**config.mk**
```make
export PLATFORM = sky130hd
export DESIGN_NAME = spi_flash_reader
export DESIGN_NICKNAME = d
export VERILOG_FILES = /design/src/rtl/spi_flash_reader.sv
export SDC_FILE = /design/constraint.sdc
export NUM_CORES = 1
export LEC_CHECK = 0
export ABC_CLOCK_PERIOD_IN_PS = 5610
export BUFFER_PORTS_ARGS = -buffer_cell sky130_fd_sc_hd__buf_2
export CELL_PAD_IN_SITES_DETAIL_PLACEMENT = 1
export CELL_PAD_IN_SITES_GLOBAL_PLACEMENT = 2
export CORE_MARGIN = 8
export CORE_UTILIZATION = 37
export DETAILED_ROUTE_END_ITERATION = 8
export PLACE_DENSITY = 0.93
export SLEW_MARGIN = 20
export SYNTH_ARGS = -nofsm -noshare
export SYNTH_HDL_FRONTEND = slang
export SYNTH_SLANG_ARGS = --single-unit
```
**constraint.sdc**
```tcl
create_clock -name clk -period 5.61 [get_ports clk]
set_input_delay 0.8415 -clock clk [delete_from_list [all_inputs] [get_ports clk]]
set_output_delay 0.8415 -clock clk [all_outputs]
set_load 0.01 [all_outputs]
```
**src/rtl/spi_flash_reader.sv**
```systemverilog
// spi_flash_reader: fetches one little-endian 32-bit word per CPU request over SPI.
// Define SPI_FLASH_FASTREAD_EN for opcode 0x0B with 8 dummy clocks.
module spi_flash_reader #(
  parameter int          CLK_DIV      = 1,
  parameter logic [23:0] FLASH_OFFSET = 24'h050000,
  parameter logic [19:0] ADDR_LIMIT   = 20'hB0000
) (
  input  logic        clk,
  input  logic        reset,
  input  logic        req_valid,
  output logic        req_ready,
  input  logic [19:0] req_addr,
  output logic        rsp_valid,
  output logic [31:0] rsp_data,
  output logic        rsp_err,
  output logic        SPI_CS,
  output logic        SPI_SCK,
  output logic        SPI_SI,
  input  logic        SPI_SO
);

`ifdef SPI_FLASH_FASTREAD_EN
  localparam logic [7:0] OPCODE = 8'h0B;
  localparam int         NBITS  = 72;
  localparam int         DSTART = 40;
`else
  localparam logic [7:0] OPCODE = 8'h03;
  localparam int         NBITS  = 64;
  localparam int         DSTART = 32;
`endif

  localparam int            DW        = $clog2(2*CLK_DIV) + 1;
  localparam logic [DW-1:0] HALF_END  = DW'(CLK_DIV-1);
  localparam logic [DW-1:0] DESEL_END = DW'(2*CLK_DIV-1);
  localparam logic [6:0]    LAST_BIT  = 7'(NBITS-1);
  localparam logic [6:0]    DATA_BIT  = 7'(DSTART);
  localparam logic [6:0]    TX_BITS   = 7'd32;

  typedef enum logic [2:0] {
    IDLE,
    XFER,
    DONE,
    DESEL,
    ERR
  } state_t;

  state_t        state_q, state_d;
  logic [DW-1:0] div_q, div_d;
  logic [6:0]    bit_q, bit_d;
  logic          sck_q, sck_d;
  logic [31:0]   tx_q, tx_d;
  logic [31:0]   rx_q, rx_d;
  logic [31:0]   data_q, data_d;

  logic [19:0] word_addr;
  logic [23:0] flash_addr;
  logic        accept;
  logic        in_range;
  logic        half_end;
  logic        bit_end;
  logic        last_bit;
  logic        unused_addr_bits;

  assign word_addr  = {req_addr[19:2], 2'b00};
  assign flash_addr = {4'b0, word_addr} + FLASH_OFFSET;
  assign in_range   = word_addr < ADDR_LIMIT;
  assign accept     = req_valid && (state_q == IDLE);
  assign half_end   = div_q == HALF_END;
  assign bit_end    = half_end && sck_q;
  assign last_bit   = bit_q == LAST_BIT;
  assign unused_addr_bits = ^req_addr[1:0];

  always_ff @(posedge clk) begin
    if (reset) begin
      state_q <= IDLE;
      div_q   <= '0;
      bit_q   <= '0;
      sck_q   <= 1'b0;
      tx_q    <= '0;
      rx_q    <= '0;
      data_q  <= '0;
    end else begin
      state_q <= state_d;
      div_q   <= div_d;
      bit_q   <= bit_d;
      sck_q   <= sck_d;
      tx_q    <= tx_d;
      rx_q    <= rx_d;
      data_q  <= data_d;
    end
  end

  always_comb begin
    state_d = state_q;
    unique case (state_q)
      IDLE:    if (accept) state_d = in_range ? XFER : ERR;
      XFER:    if (bit_end && last_bit) state_d = DONE;
      DONE:    state_d = DESEL;
      DESEL:   if (div_q == DESEL_END) state_d = IDLE;
      ERR:     state_d = IDLE;
      default: state_d = IDLE;
    endcase
  end

  always_comb begin
    div_d  = '0;
    bit_d  = bit_q;
    sck_d  = 1'b0;
    tx_d   = tx_q;
    rx_d   = rx_q;
    data_d = data_q;
    unique case (state_q)
      IDLE: begin
        bit_d = '0;
        if (accept) begin
          tx_d   = {OPCODE, flash_addr};
          data_d = in_range ? data_q : '0;
        end
      end
      XFER: begin
        div_d = half_end ? '0 : div_q + 1'b1;
        sck_d = half_end ? ~sck_q : sck_q;
        // SO is captured on the edge that raises SCK
        if (half_end && !sck_q && bit_q >= DATA_BIT)
          rx_d = {rx_q[30:0], SPI_SO};
        if (bit_end) begin
          bit_d = bit_q + 1'b1;
          tx_d  = {tx_q[30:0], 1'b0};
        end
        if (bit_end && last_bit)
          data_d = {rx_q[7:0], rx_q[15:8],
                    rx_q[23:16], rx_q[31:24]};
      end
      DESEL:   div_d = div_q + 1'b1;
      default: ;
    endcase
  end

  always_comb begin
    req_ready = 1'b0;
    rsp_valid = 1'b0;
    rsp_err   = 1'b0;
    rsp_data  = '0;
    SPI_CS    = 1'b1;
    SPI_SCK   = 1'b0;
    SPI_SI    = 1'b0;
    if (!reset) begin
      req_ready = state_q == IDLE;
      rsp_valid = (state_q == DONE) || (state_q == ERR);
      rsp_err   = state_q == ERR;
      rsp_data  = data_q;
      SPI_CS    = state_q != XFER;
      SPI_SCK   = sck_q;
      SPI_SI    = (state_q == XFER) && (bit_q < TX_BITS) && tx_q[31];
    end
  end

endmodule

```
Word level (Yosys, flattened, before mapping):

Index checks and enable logic that the tools add are counted.

* add/subtract/negate cells: 3
* $mul: 0
* divide/modulo/power cells: 0
* $lt $le $gt $ge: 3
* eq/ne operators: 12
* shift-type cells: 0
* multiplexer cells: 23
* bitwise gates (word level): 2
* reduce and logical (&&, ||, !) cells: 18

Operators by type and width (number)
* 32-bit two-way mux: 6
* 32-bit one-hot mux with 2 select lines: 2
* 20-bit by 19-bit adder with 21-bit output (second input constant): 1
* 20-bit < comparator (second input constant): 1
* 7-bit one-hot mux with 2 select lines: 1
* 3-bit two-way mux: 4
* 3-bit one-hot mux with 4 select lines: 1
* 2-bit != test (second input constant): 5
* 7-bit by 1-bit adder with 7-bit output (second input constant): 1
* 7-bit by 6-bit == test with 1-bit output (second input constant): 1
* 7-bit by 6-bit >= comparator with 1-bit output (second input constant): 1
* 1-bit logical AND: 7
* 7-bit by 6-bit < comparator with 1-bit output (second input constant): 1
* 7-bit two-way mux: 1
* 3-bit by 2-bit == test with 1-bit output (second input constant): 2
* 1-bit two-way mux: 6
* 3-bit AND reduction: 2
* 2-bit one-hot mux with 2 select lines: 1
* 2-bit AND reduction: 2
* 4-bit AND reduction: 1
* 3-bit by 1-bit == test with 1-bit output (second input constant): 1
* 3-bit == test (second input constant): 1
* 3-bit logical NOT: 1
* 3-bit by 1-bit != test with 1-bit output (second input constant): 1
* 9 further kinds: 10

* register bits after elaboration: 109
* bits in latches: 0
* memory bits (writable): 0
* bits in read-only memories: 0
* output and inout bits: 38
* logic and storage cells: 68
* memories: 0

Longest topological paths before layout:

Gate-level depths: netlist (run 1).

* depth after elaboration: 5
* gate-level depth with buffers: 8
* mapped depth without buffers: 6

Worst setup path after synthesis (run 1):

OpenSTA, ideal clock, no wires.

* path kind: input to output
* start: input reset
* end: output rsp_err
* arrival time: 1.887 ns
* setup slack: 2.881 ns
* stages: 4
* path buffers: 3
* cells stage by stage: clkbuf_1 > clkbuf_1 > clkbuf_1 > nor4b_1

* cells in the longest elaborated chain, start to end: 1

RTL lines
* start: declaration: RTL line 9 `input logic reset,`
* 1-bit two-way mux: RTL line 147 `if (!reset) begin`
* end: declaration: RTL line 15 `output logic rsp_err,`

Every way passes these cells.

Worst setup path after layout (run 1):

* start: input reset
* end: output SPI_SI

* cells in the longest elaborated chain, start to end: 1

RTL lines
* 1-bit two-way mux: RTL line 147
* end: declaration: RTL line 18 `output logic SPI_SI,`

Every way passes these cells.

==> summary.md, run 1 <==
| Metric | Value |
|---|---|
| Commonest non-fill, non-tap cells in the layout | 107 x sky130_fd_sc_hd__dfxtp_1, 105 x sky130_fd_sc_hd__nand2_1, 59 x sky130_fd_sc_hd__buf_2 |
| Clk_lat worst skew | 0.34 ns |
| Number of cell rows | 39 |
| Pre-antenna DRT Iters | 4 |
| Count of distinct cell types in the synthesized netlist | 43 |
| Measured slew at the worst slew-check pin | 0.900 ns |
| Post-cts hold buffer count | 0 |
| Largest vdd supply drop | 0.132 mV |
| Reported leakage power | 1.90 nW |
| Wire length of the first global-routing pass | 17200 um |
| Total count of hold-check failures in the final report | 0 |
| Top-level port count | 62 |
| Synthesized area per cell | 8.70 um^2 |
| Avg Vias per Cell | 5.17 |
| Unrepaired setup endpoints after global routing | no |
| Cell accounting for the most synthesized area | sky130_fd_sc_hd__dfxtp_1 |
| Dominant cell type by count on the critical path | sky130_fd_sc_hd__buf_2 |
| Summed instance area of the synthesized netlist | 4230 um^2 |
| Count of cells resized by post-cts repair | 0 |
| Warnings, synthesis | 0 |
| Buffers on Ports | 59 |
| Net count of the mapped netlist | 516 |
| Post-synthesis cell count | 486 |
| Antenna cell count | 0 |
| Area inside the core boundary | 11300 um^2 |
| Via count of the first global-routing pass | 3666 |
| Maximum fanout along the worst path | 35 |
| Sinks on the clock net | 107 |
| Largest net degree at the start of global routing | 51 |
| Ratio of final minimum period to clock period | 55.8% |
| Antenna violations before repair | 0 |
| Clock-pin slew reported for the worst setup and hold paths after clock tree synthesis | 0.07 ns |
| Critical path startpoint category | input port |
| List of cells traversed by the critical path | buf_2 -> inv_1 -> nand2_1 -> nor2_1 -> buf_2 |
| Top post-synthesis cells by area | sky130_fd_sc_hd__dfxtp_1 51%, sky130_fd_sc_hd__nand2_1 9.3%, sky130_fd_sc_hd__a22o_1 6.6% |
| Total chip power | 0.00149 W |
| Synth Flop Type | sky130_fd_sc_hd__dfxtp_1 |
| Synth top area share | 50.6% |
| Area of the die | 15100 um^2 |
| # fillers | 1340 |
| Reg area | 2140 um^2 |
| Crit path max-delay cell type | sky130_fd_sc_hd__buf_2 |
| Rel. slew slack | 40.0% |
| Setup crit end kind | output port |
| Highest cell delay on the worst timing path | 0.48 ns |
| Setup-failing EPs final | 0 |
| Highest attainable clock frequency | 319 MHz |
| Leftover overflow at the end of global routing | 0 |
| Post-synth EDFFs | 0 |
| CTS tree | built |
| Area of combinational cells with multiple inputs | 1900 um^2 |
| Kind of critical path | input port to output port |
| Post-Route Hold Slack | 0.457 ns |
| Total of flip-flops plus latches after synthesis | 107 |
| Family with the most delay on the worst path | buffers and inverters |
| Number of design-rule violations left by the first detailed-router iteration | 212 |
| Final number of max-transition violations | 0 |
| Horiz. Die Dim | 123 um |
| Area grow syn2layout | 15.1% |
| Final Skew | 0.00791 ns |
| CP Data Arrival Time | 2.29 ns |
| Number of max-cap violations | 0 |
| Buffers & Inverters on Critical Path | 3 |
| Final design utilization | 43.2% |
| Setup Buffers After CTS | 0 |
| Async SR Flop Fraction | 0% |
| Half-perimeter wire length after detailed placement | 6670 um |
| Total wire length after detailed routing | 10100 um |
| Req. time, crit path | 4.77 ns |
| Depth of the CTS H-tree | 3 |
| Maximum count of clock buffers along a single path | 2 |
| Part of the Yosys area used for sequential elements | 50.6% |
| Die extent in y | 123 um |
| GRT Total Usage | 13.9% |
| Power Density | 306 nW/um^2 |
| Buffer cell driving the clock tree root | sky130_fd_sc_hd__clkbuf_16 |
| Clock buffers created by TritonCTS | 9 |
| Most common cell after layout, fill and taps aside | sky130_fd_sc_hd__dfxtp_1 |
| Fin nets | 554 |
| Residual antenna-violating net count after detailed routing | 0 |
| GP Congestion | 0.734 |
| Hold WC Path Type | flip-flop to flip-flop |
| Min Tclk post-route | 3.13 ns |
| Share of final-layout standard cells stronger than drive strength 1 | 17.0% |
| Via count | 3476 |
| Status | finished clean |
| Total negative slack | 0 ns |
| Effective utilization at floorplan | 37.5% |
| Detailed-route DRC error count | 0 |
| Routed length per instance | 15.0 um |
[registers in the layout, indices dropped and copies added, names as in the netlist]
register / cells
rx_q: 32
tx_q: 30
sck_q: 1
state_q: 3
div_q: 2
bit_q: 7
data_q: 32
[Yosys cell counts, types with 2 or more instances]
master	n
sky130_fd_sc_hd__a21oi_1	41
sky130_fd_sc_hd__buf_6	4
sky130_fd_sc_hd__ha_1	6
sky130_fd_sc_hd__buf_2	11
sky130_fd_sc_hd__inv_1	5
sky130_fd_sc_hd__clkbuf_1	22
sky130_fd_sc_hd__and2_1	2
sky130_fd_sc_hd__nand2_1	105
sky130_fd_sc_hd__a22o_1	32
sky130_fd_sc_hd__a31oi_1	15
sky130_fd_sc_hd__nor2b_1	34
sky130_fd_sc_hd__nor2_1	26
sky130_fd_sc_hd__dfxtp_1	107
sky130_fd_sc_hd__nand4_1	3
sky130_fd_sc_hd__and3_1	2
sky130_fd_sc_hd__nand3_1	3
sky130_fd_sc_hd__a22oi_1	9
sky130_fd_sc_hd__xnor2_1	4
sky130_fd_sc_hd__xor2_1	4
sky130_fd_sc_hd__nor3_1	7
sky130_fd_sc_hd__o21ai_0	22
[metrics by stage]
stage | setup WS, ns | instances | instance area [um^2]
after global routing | 2.21 | 672 | 4870
after detailed placement | 2.41 | 656 | 4580
final | 2.48 | 672 | 4870
after CTS | 2.41 | 672 | 4870
after global placement | 2.45 | 656 | 4580
after floorplan | 2.88 | 486 | 4230
[routing by layer]
layer  vias to the layer above  track usage [%]  wire length [um]
li1                       1735                -                 -
met1                      1680             16.3              4600
met2                        51             24.7              4990
met3                        10             3.52               434
met4                         0             3.43                89
met5                         -                0                 0
[tightest hold or removal path, stage by stage, from the launching register on]
cell and delay, ns:
sky130_fd_sc_hd__dfxtp_1 0.32, sky130_fd_sc_hd__nand2_1 0.05, sky130_fd_sc_hd__a21oi_1 0.05
[worst paths after layout]
kind	start	endpoint	slack [ns]	depth (start not counted)
worst min-delay path	tx_q[16]	tx_q[16]	0.46	2
worst max register to register	state_q[0]	rx_q[12]	2.69	4
worst max-delay path	reset	SPI_SI	2.48	5
worst min register to register	tx_q[16]	tx_q[16]	0.46	2
[where the power goes]
part | switching [W] | internal [W] | total [W]
sequential | 0.0000116 | 0.000776 | 0.000788
clock | 0.000300 | 0.000311 | 0.000611
combinational | 0.0000613 | 0.0000294 | 0.0000907
total | 0.000373 | 0.00112 | 0.00149
[cell families after synthesis]
family	Yosys count	share of synthesized area, %
simple gates	194	21.3
xor+xnor	8	1.66
fa+ha+maj	6	1.77
flops	107	50.6
buf+inv	43	4.85
compound gates	128	19.8
[final cells by class]
| class | count | share of cell area (%) |
|---|---|---|
| multi-input combinational | 336 | 39.0 |
| inverter | 5 | 0.385 |
| clock buffer | 10 | 4.70 |
| clock inverter | 6 | 1.23 |
| tap | 143 | 3.67 |
| sequential | 107 | 44.0 |
| timing repair buffer | 65 | 6.99 |
No activity file was read; power rests on OpenSTA's default activity.
==> run 2: changes to the inputs <==
--- a/config.mk
+++ b/config.mk
@@ -5,14 +5,14 @@
 export SDC_FILE = /design/constraint.sdc
 export NUM_CORES = 1
 export LEC_CHECK = 0
-export ABC_CLOCK_PERIOD_IN_PS = 5610
+export ABC_CLOCK_PERIOD_IN_PS = 2800
 export BUFFER_PORTS_ARGS = -buffer_cell sky130_fd_sc_hd__buf_2
 export CELL_PAD_IN_SITES_DETAIL_PLACEMENT = 1
 export CELL_PAD_IN_SITES_GLOBAL_PLACEMENT = 2
 export CORE_MARGIN = 8
-export CORE_UTILIZATION = 37
+export CORE_UTILIZATION = 31
 export DETAILED_ROUTE_END_ITERATION = 8
-export PLACE_DENSITY = 0.93
+export PLACE_DENSITY = 0.84
 export SLEW_MARGIN = 20
 export SYNTH_ARGS = -nofsm -noshare
 export SYNTH_HDL_FRONTEND = slang
==> constraint.sdc (replaced) <==
create_clock -name clk -period 2.8 [get_ports clk]
set_input_delay 0.42 -clock clk [delete_from_list [all_inputs] [get_ports clk]]
set_output_delay 0.42 -clock clk [all_outputs]
set_load 0.01 [all_outputs]
==> run 2 against run 1 <==
Net effect: sequential cell count stayed put; clock power is 100% higher; design area is 1.9% higher; sequential share of layout area is 0.83 points lower; combinational power is 110% higher; non-clock buffer count is 8 higher; clock skew is 0.00063 ns higher; worst setup slack worse by 1.9 ns; highest routed layer unchanged.
==> summary.md, run 2 (synthesized netlist as in run 1, its figures left out) <==
| Metric | Value |
|---|---|
| Worst setup slack after layout | 0.546 ns (-1.93 ns) |
| Fin nets | 562 (+1.4%) |
| Highest cell delay on the worst timing path | 0.59 ns (+0.11 ns) |
| Antenna violations before repair | 0 (unchanged) |
| Routed length per instance | 14.6 um (-3.0%) |
| Avg Vias per Cell | 4.90 (-5.3%) |
| Maximum fanout along the worst path | 32 (-8.6%) |
| Half-perimeter wire length after detailed placement | 7110 um (+6.7%) |
| Registers with the highest flip-flop counts | data_q: 32 flops, rx_q: 32 flops, tx_q: 30 flops |
| Hold WC Path Type | input port to flip-flop |
| Residual antenna-violating net count after detailed routing | 0 (unchanged) |
| Part of the total power dissipated in sequential elements | 52.8% (about the same) |
| Post-cts hold buffer count | 0 (unchanged) |
| Via count | 3492 (+0.46%) |
| Share of total power in the clock network | 40.7% (-0.3 points) |
| Family with the most delay on the worst path | simple AND/OR/NAND/NOR gates |
| Antenna cell count | 0 (unchanged) |
| Setup WS pre-CTS | 0.550 ns (-1.86 ns) |
| Kind of critical path | flip-flop to flip-flop |
| Switch share | 25.1% (+0.088 points) |
| Clock-pin slew reported for the worst setup and hold paths after clock tree synthesis | 0.08 ns (about the same) |
| Total wire length after detailed routing | 10400 um (+3.0%) |
| Final number of max-transition violations | 0 (unchanged) |
| Depth of the CTS H-tree | 3 (unchanged) |
| Area of combinational cells with multiple inputs | 1900 um^2 (about the same) |
| Rel. slew slack | 55.9% (+16 points) |
| Largest vdd supply drop | 0.376 mV (+190%) |
| Maximum count of clock buffers along a single path | 2 (unchanged) |
| Unrepaired setup endpoints after global routing | no |
| Die extent in y | 133 um (+8.0%) |
| Min Tclk post-route | 2.25 ns |
| Buffers & Inverters on Critical Path | 2 (-1) |
| Status | finished clean |
| Buffers on Ports | 59 (unchanged) |
| GP Congestion | 0.804 (+9.4%) |
| Switch Pwr | 0.000750 W (+100%) |
| Clock buffers created by TritonCTS | 9 (unchanged) |
| Number of design-rule violations left by the first detailed-router iteration | 160 (-25%) |
| GRT Total Usage | 12.3% (-1.6 points) |
| # fillers | 1606 (+20%) |
| Wire length of the first global-routing pass | 18000 um (+4.9%) |
| Total negative slack | 0 ns (unchanged) |
| Number of cell rows | 42 (+7.7%) |
| Setup crit end kind | flip-flop |
| Top-level port count | 62 (unchanged) |
| Largest net degree at the start of global routing | 38 (-25%) |
| Horiz. Die Dim | 133 um (+8.0%) |
| Cell Count Post-Placement | 697 (+6.3%) |
| Setup-failing EPs final | 0 (unchanged) |
| Number of standard cells in the layout, taps in and fillers out | 713 (+6.1%) |
| Setup Buffers After CTS | 0 (unchanged) |
| Req. time, crit path | 3.09 ns (-1.68 ns) |
| Reported leakage power | 1.95 nW (+2.3%) |
| Area inside the core boundary | 13300 um^2 (+18%) |
| Area of the die | 17600 um^2 (+17%) |
| List of cells traversed by the critical path | inv_1 -> ha_1 -> nand2_1 -> or4_1 -> nor2_2 -> buf_4 -> a22o_1 |
| Leftover overflow at the end of global routing | 0 (unchanged) |
| Via count of the first global-routing pass | 3736 (+1.9%) |
| Area grow syn2layout | 17.4% |
| Highest attainable clock frequency | 444 MHz |
| Crit path max-delay cell type | sky130_fd_sc_hd__or4_1 |
| Combinational power share | 6.5% (+0.4 points) |
| Sinks on the clock net | 107 (unchanged) |
| CTS tree | built |
| Reg area | 2140 um^2 (unchanged) |
| Commonest non-fill, non-tap cells in the layout | 107 x sky130_fd_sc_hd__dfxtp_1, 105 x sky130_fd_sc_hd__nand2_1, 59 x sky130_fd_sc_hd__buf_2 |
| Ratio of final minimum period to clock period | 80.5% |
| CP Data Arrival Time | 2.55 ns (+0.26 ns) |
| Total count of hold-check failures in the final report | 0 (unchanged) |
| Measured slew at the worst slew-check pin | 0.659 ns (-0.241 ns) |
| Critical path startpoint category | flip-flop |
| Pre-antenna DRT Iters | 4 (unchanged) |
| Final Skew | 0.00854 ns (+0.000626 ns) |
| Most common cell after layout, fill and taps aside | sky130_fd_sc_hd__dfxtp_1 |
| Number of max-cap violations | 0 (unchanged) |
| Pint | 0.00224 W (+100%) |
| Buffer cell driving the clock tree root | sky130_fd_sc_hd__clkbuf_16 |
| Clk_lat worst skew | 0.35 ns (about the same) |
| Power Density | 602 nW/um^2 (+97%) |
| Share of final-layout standard cells stronger than drive strength 1 | 18.1% (+1.1 points) |
| Detailed-route DRC error count | 0 (unchanged) |
| Effective utilization at floorplan | 31.8% (-5.7 points) |
| Count of cells resized by post-cts repair | 0 (unchanged) |
==> run 2: changes by cell type in the layout (fill, tap and decap cells not counted), moves of 2 or more <==
| cell | previous run | this run |
|---|---|---|
| sky130_fd_sc_hd__inv_6 | 1 | 3 |
| sky130_fd_sc_hd__buf_4 | 6 | 14 |
| sky130_fd_sc_hd__clkinvlp_4 | 2 | 0 |
| sky130_fd_sc_hd__clkinv_4 | 1 | 3 |
==> run 2: worst reg2reg max path, stage by stage, from the launching register on <==
cell and delay [ns]:
sky130_fd_sc_hd__dfxtp_1 0.33, sky130_fd_sc_hd__inv_1 0.09, sky130_fd_sc_hd__ha_1 0.31, sky130_fd_sc_hd__nand2_1 0.20, sky130_fd_sc_hd__or4_1 0.59, sky130_fd_sc_hd__nor2_2 0.12, sky130_fd_sc_hd__buf_4 0.35, sky130_fd_sc_hd__a22o_1 0.20
==> run 2: metrics by stage <==
step | hold slack (ns) | utilization (%) | instance area, um^2 | power [W]
after global routing | 0.313 | 37.3 | 4960 | 0.00314
after CTS | 0.298 | 37.3 | 4960 | 0.00305
after floorplan | 0.432 | - | 4230 | 0.00174
final | 0.310 | 37.3 | 4960 | 0.00299
after global placement | 0.441 | 35.2 | 4680 | 0.00180
after detailed placement | 0.456 | 35.2 | 4680 | 0.00181
==> run 2: final timing paths <==
path              startpoint    endpoint  slack (ns)  depth (start not counted)
hold reg to reg     rx_q[31]    rx_q[31]        0.46                          2
setup / recovery    div_q[0]  data_q[14]        0.55                          7
setup reg to reg    div_q[0]  data_q[14]        0.55                          7
hold / removal        SPI_SO     rx_q[0]        0.31                          3
==> run 2: layout make-up <==
class,count,share of cell area [%]
clock buffer,9,4.54
clock inverter,7,1.16
inverter,5,0.378
multi-input combinational,336,38.3
sequential,107,43.1
tap,176,4.44
timing repair buffer,73,8.06
==> run 2: power groups by stage <==
stage	sequential, W	clock, W	combinational (W)
2_1_floorplan	0.00160	0	0.000136
3_3_place_gp	0.00161	0	0.000189
5_1_grt	0.00158	0.00134	0.000220
6_report	0.00158	0.00122	0.000194
4_1_cts	0.00158	0.00127	0.000197
3_5_place_dp	0.00161	0	0.000196
==> run 2: per-layer routing <==
layer  track usage (%)  part of all wire (%)
met4              4.04                   1.2
met2              20.5                    48
met1              14.5                    47
met5                 0                     0
met3              4.05                   4.5
==> run 3: changes to the inputs <==
--- a/config.mk
+++ b/config.mk
@@ -5,7 +5,7 @@
 export SDC_FILE = /design/constraint.sdc
 export NUM_CORES = 1
 export LEC_CHECK = 0
-export ABC_CLOCK_PERIOD_IN_PS = 2800
+export ABC_CLOCK_PERIOD_IN_PS = 2000
 export BUFFER_PORTS_ARGS = -buffer_cell sky130_fd_sc_hd__buf_2
 export CELL_PAD_IN_SITES_DETAIL_PLACEMENT = 1
 export CELL_PAD_IN_SITES_GLOBAL_PLACEMENT = 2
==> constraint.sdc (replaced) <==
create_clock -name clk -period 2 [get_ports clk]
set_input_delay 0.3 -clock clk [delete_from_list [all_inputs] [get_ports clk]]
set_output_delay 0.3 -clock clk [all_outputs]
set_load 0.01 [all_outputs]
==> run 3 against run 2 <==
Net effect: sequential cell count stayed put; clock-buffer cell count did not move; sequential share of layout area is 1.3 points lower; total power grew 47%; clock skew increased by 0.0011 ns; maximum frequency increased by 23%; largest power group unchanged; combinational power up 54%.
==> summary.md, run 3 (synthesized netlist as in run 1, its figures left out) <==
| Metric | Value |
|---|---|
| Status | finished clean |
| Avg Vias per Cell | 4.90 (+0.13%) |
| Pint | 0.00338 W (+51%) |
| Met3 wire length | 539 um (+14%) |
| List of cells traversed by the critical path | or3b_1 -> buf_4 -> nor4b_4 -> buf_12 -> nand2_1 -> a21oi_1 |
| Most common cell after layout, fill and taps aside | sky130_fd_sc_hd__dfxtp_1 |
| Routed length per instance | 14.2 um (-2.7%) |
| Total negative slack | 0 ns (unchanged) |
| Effective utilization at floorplan | 31.8% (unchanged) |
| Critical path startpoint category | flip-flop |
| Via count | 3531 (+1.1%) |
| Count of cells resized by post-cts repair | 0 (unchanged) |
| Combinational power share | 6.8% (+0.3 points) |
| Post-cts hold buffer count | 0 (unchanged) |
| Horiz. Die Dim | 133 um (unchanged) |
| WL met2 | 4880 um (-1.4%) |
| Maximum fanout along the worst path | 32 (unchanged) |
| Min Tclk post-route | 1.84 ns (-0.416 ns) |
| Kind of critical path | flip-flop to flip-flop |
| Area of the die | 17600 um^2 (unchanged) |
| Switch Pwr | 0.00100 W (+33%) |
| Fin nets | 571 (+1.6%) |
| Die extent in y | 133 um (unchanged) |
| Post-Route Hold Slack | 0.192 ns (-0.118 ns) |
| Area inside the core boundary | 13300 um^2 (unchanged) |
| Area grow syn2layout | 21.1% |
| Rel. slew slack | 72.8% (+17 points) |
| Top-level port count | 62 (unchanged) |
| Wire length of the first global-routing pass | 17800 um (-1.0%) |
| Power Density | 856 nW/um^2 (+42%) |
| Part of the total power dissipated in sequential elements | 50.2% (-2.6 points) |
| Pre-antenna DRT Iters | 4 (unchanged) |
| Antenna cell count | 0 (unchanged) |
| Highest cell delay on the worst timing path | 0.42 ns (-0.17 ns) |
| Crit path max-delay cell type | sky130_fd_sc_hd__or3b_1 |
| CTS tree | built |
| Unrepaired setup endpoints after global routing | no |
| Leftover overflow at the end of global routing | 0 (unchanged) |
| Sinks on the clock net | 107 (unchanged) |
| Final number of max-transition violations | 0 (unchanged) |
| Detailed-route DRC error count | 0 (unchanged) |
| Buffers on Ports | 59 (unchanged) |
| Commonest non-fill, non-tap cells in the layout | 107 x sky130_fd_sc_hd__dfxtp_1, 105 x sky130_fd_sc_hd__nand2_1, 59 x sky130_fd_sc_hd__buf_2 |
| Largest net degree at the start of global routing | 38 (unchanged) |
| Reported leakage power | 2.02 nW (+3.8%) |
| # fillers | 1565 (-2.6%) |
| Share of total power in the clock network | 43.0% (+2.3 points) |
| GRT Total Usage | 12.1% (-0.15 points) |
| Registers with the highest flip-flop counts | data_q: 32 flops, rx_q: 32 flops, tx_q: 30 flops |
| M1 WL | 4760 um (-2.0%) |
| Number of max-cap violations | 0 (unchanged) |
| Antenna violations before repair | 0 (unchanged) |
| Buffer cell driving the clock tree root | sky130_fd_sc_hd__clkbuf_16 |
| Largest vdd supply drop | 0.463 mV (+23%) |
| Ratio of final minimum period to clock period | 91.9% (+11 points) |
| Highest attainable clock frequency | 544 MHz (+23%) |
| Total count of hold-check failures in the final report | 0 (unchanged) |
| Total wire length after detailed routing | 10200 um (-1.7%) |
| Depth of the CTS H-tree | 3 (unchanged) |
| Residual antenna-violating net count after detailed routing | 0 (unchanged) |
| Setup crit end kind | flip-flop |
| GP Congestion | 0.796 (-0.98%) |
| Maximum count of clock buffers along a single path | 2 (unchanged) |
| Top Layer Used | met4 |
| CP Data Arrival Time | 2.11 ns (-0.44 ns) |
| Switch share | 22.8% (-2.3 points) |
| Hold WC Path Type | input port to flip-flop |
| Share of final-layout standard cells stronger than drive strength 1 | 19.1% (+1.1 points) |
| Number of cell rows | 42 (unchanged) |
| Measured slew at the worst slew-check pin | 0.403 ns (-0.256 ns) |
| Clock buffers created by TritonCTS | 9 (unchanged) |
| Setup Buffers After CTS | 0 (unchanged) |
| Half-perimeter wire length after detailed placement | 7090 um (-0.27%) |
| Via count of the first global-routing pass | 3646 (-2.4%) |
| Clk_lat worst skew | 0.35 ns (about the same) |
| Number of design-rule violations left by the first detailed-router iteration | 187 (+17%) |
| Final Skew | 0.00959 ns (+0.00105 ns) |
| Setup-failing EPs final | 0 (unchanged) |
| Req. time, crit path | 2.28 ns (-0.81 ns) |
| Clock-pin slew reported for the worst setup and hold paths after clock tree synthesis | 0.07 ns (about the same) |
[run 3: critical path: cells and delay by family, from the launching register on]
| kind | cells | cell delay, ns |
|---|---|---|
| AOI/OAI and AO/OA | 1 | 0.13 |
| DFF | 1 | 0.37 |
| buffers and inverters | 2 | 0.47 |
| and+or+nand+nor | 3 | 0.77 |
[run 3: power groups by stage]
| stage | logic (W) | clock network [W] | registers (W) |
|---|---|---|---|
| after detailed placement | 0.000303 | 0 | 0.00225 |
| after global placement | 0.000295 | 0 | 0.00225 |
| final | 0.000299 | 0.00189 | 0.00220 |
| after floorplan | 0.000190 | 0 | 0.00224 |
| after CTS | 0.000305 | 0.00195 | 0.00220 |
| after global routing | 0.000336 | 0.00204 | 0.00221 |
[run 3: final cells by class]
cell class                 count  area (um^2)  area share, %
clock buffer                   9          225           4.39
clock inverter                 5         87.6           1.71
inverter                       5         18.8          0.366
multi-input combinational    336         1900           37.1
sequential                   107         2140           41.8
tap                          176          220           4.30
timing repair buffer          82          531           10.4
[run 3: metal layers]
| metal | global-route usage, % | vias up |
|---|---|---|
| met2 | 20.7 | 60 |
| met5 | 0 | - |
| met1 | 13.9 | 1696 |
| met4 | 3.03 | 0 |
| met3 | 4.62 | 4 |
| li1 | - | 1771 |
[run 3: metrics by stage]
step / setup WS [ns] / util [%] / instance area [um^2] / total power (W) / std cells
after global routing: 0.00146 / 38.5 / 5120 / 0.00458 / 720
after global placement: 0.208 / 36.2 / 4810 / 0.00254 / 706
after floorplan: 0.140 / - / 4230 / 0.00243 / 486
after detailed placement: 0.158 / 36.2 / 4810 / 0.00255 / 706
final: 0.162 / 38.5 / 5120 / 0.00439 / 720
after CTS: 0.123 / 38.5 / 5120 / 0.00445 / 720
[run 3: path summary, 6_finish.rpt]
| check | to | slack [ns] | depth (start not counted) | start |
|---|---|---|---|---|
| setup / recovery | rx_q[18] | 0.16 | 6 | state_q[1] |
| hold reg to reg | rx_q[31] | 0.46 | 2 | rx_q[31] |
| setup reg to reg | rx_q[18] | 0.16 | 6 | state_q[1] |
| hold / removal | rx_q[0] | 0.19 | 3 | SPI_SO |
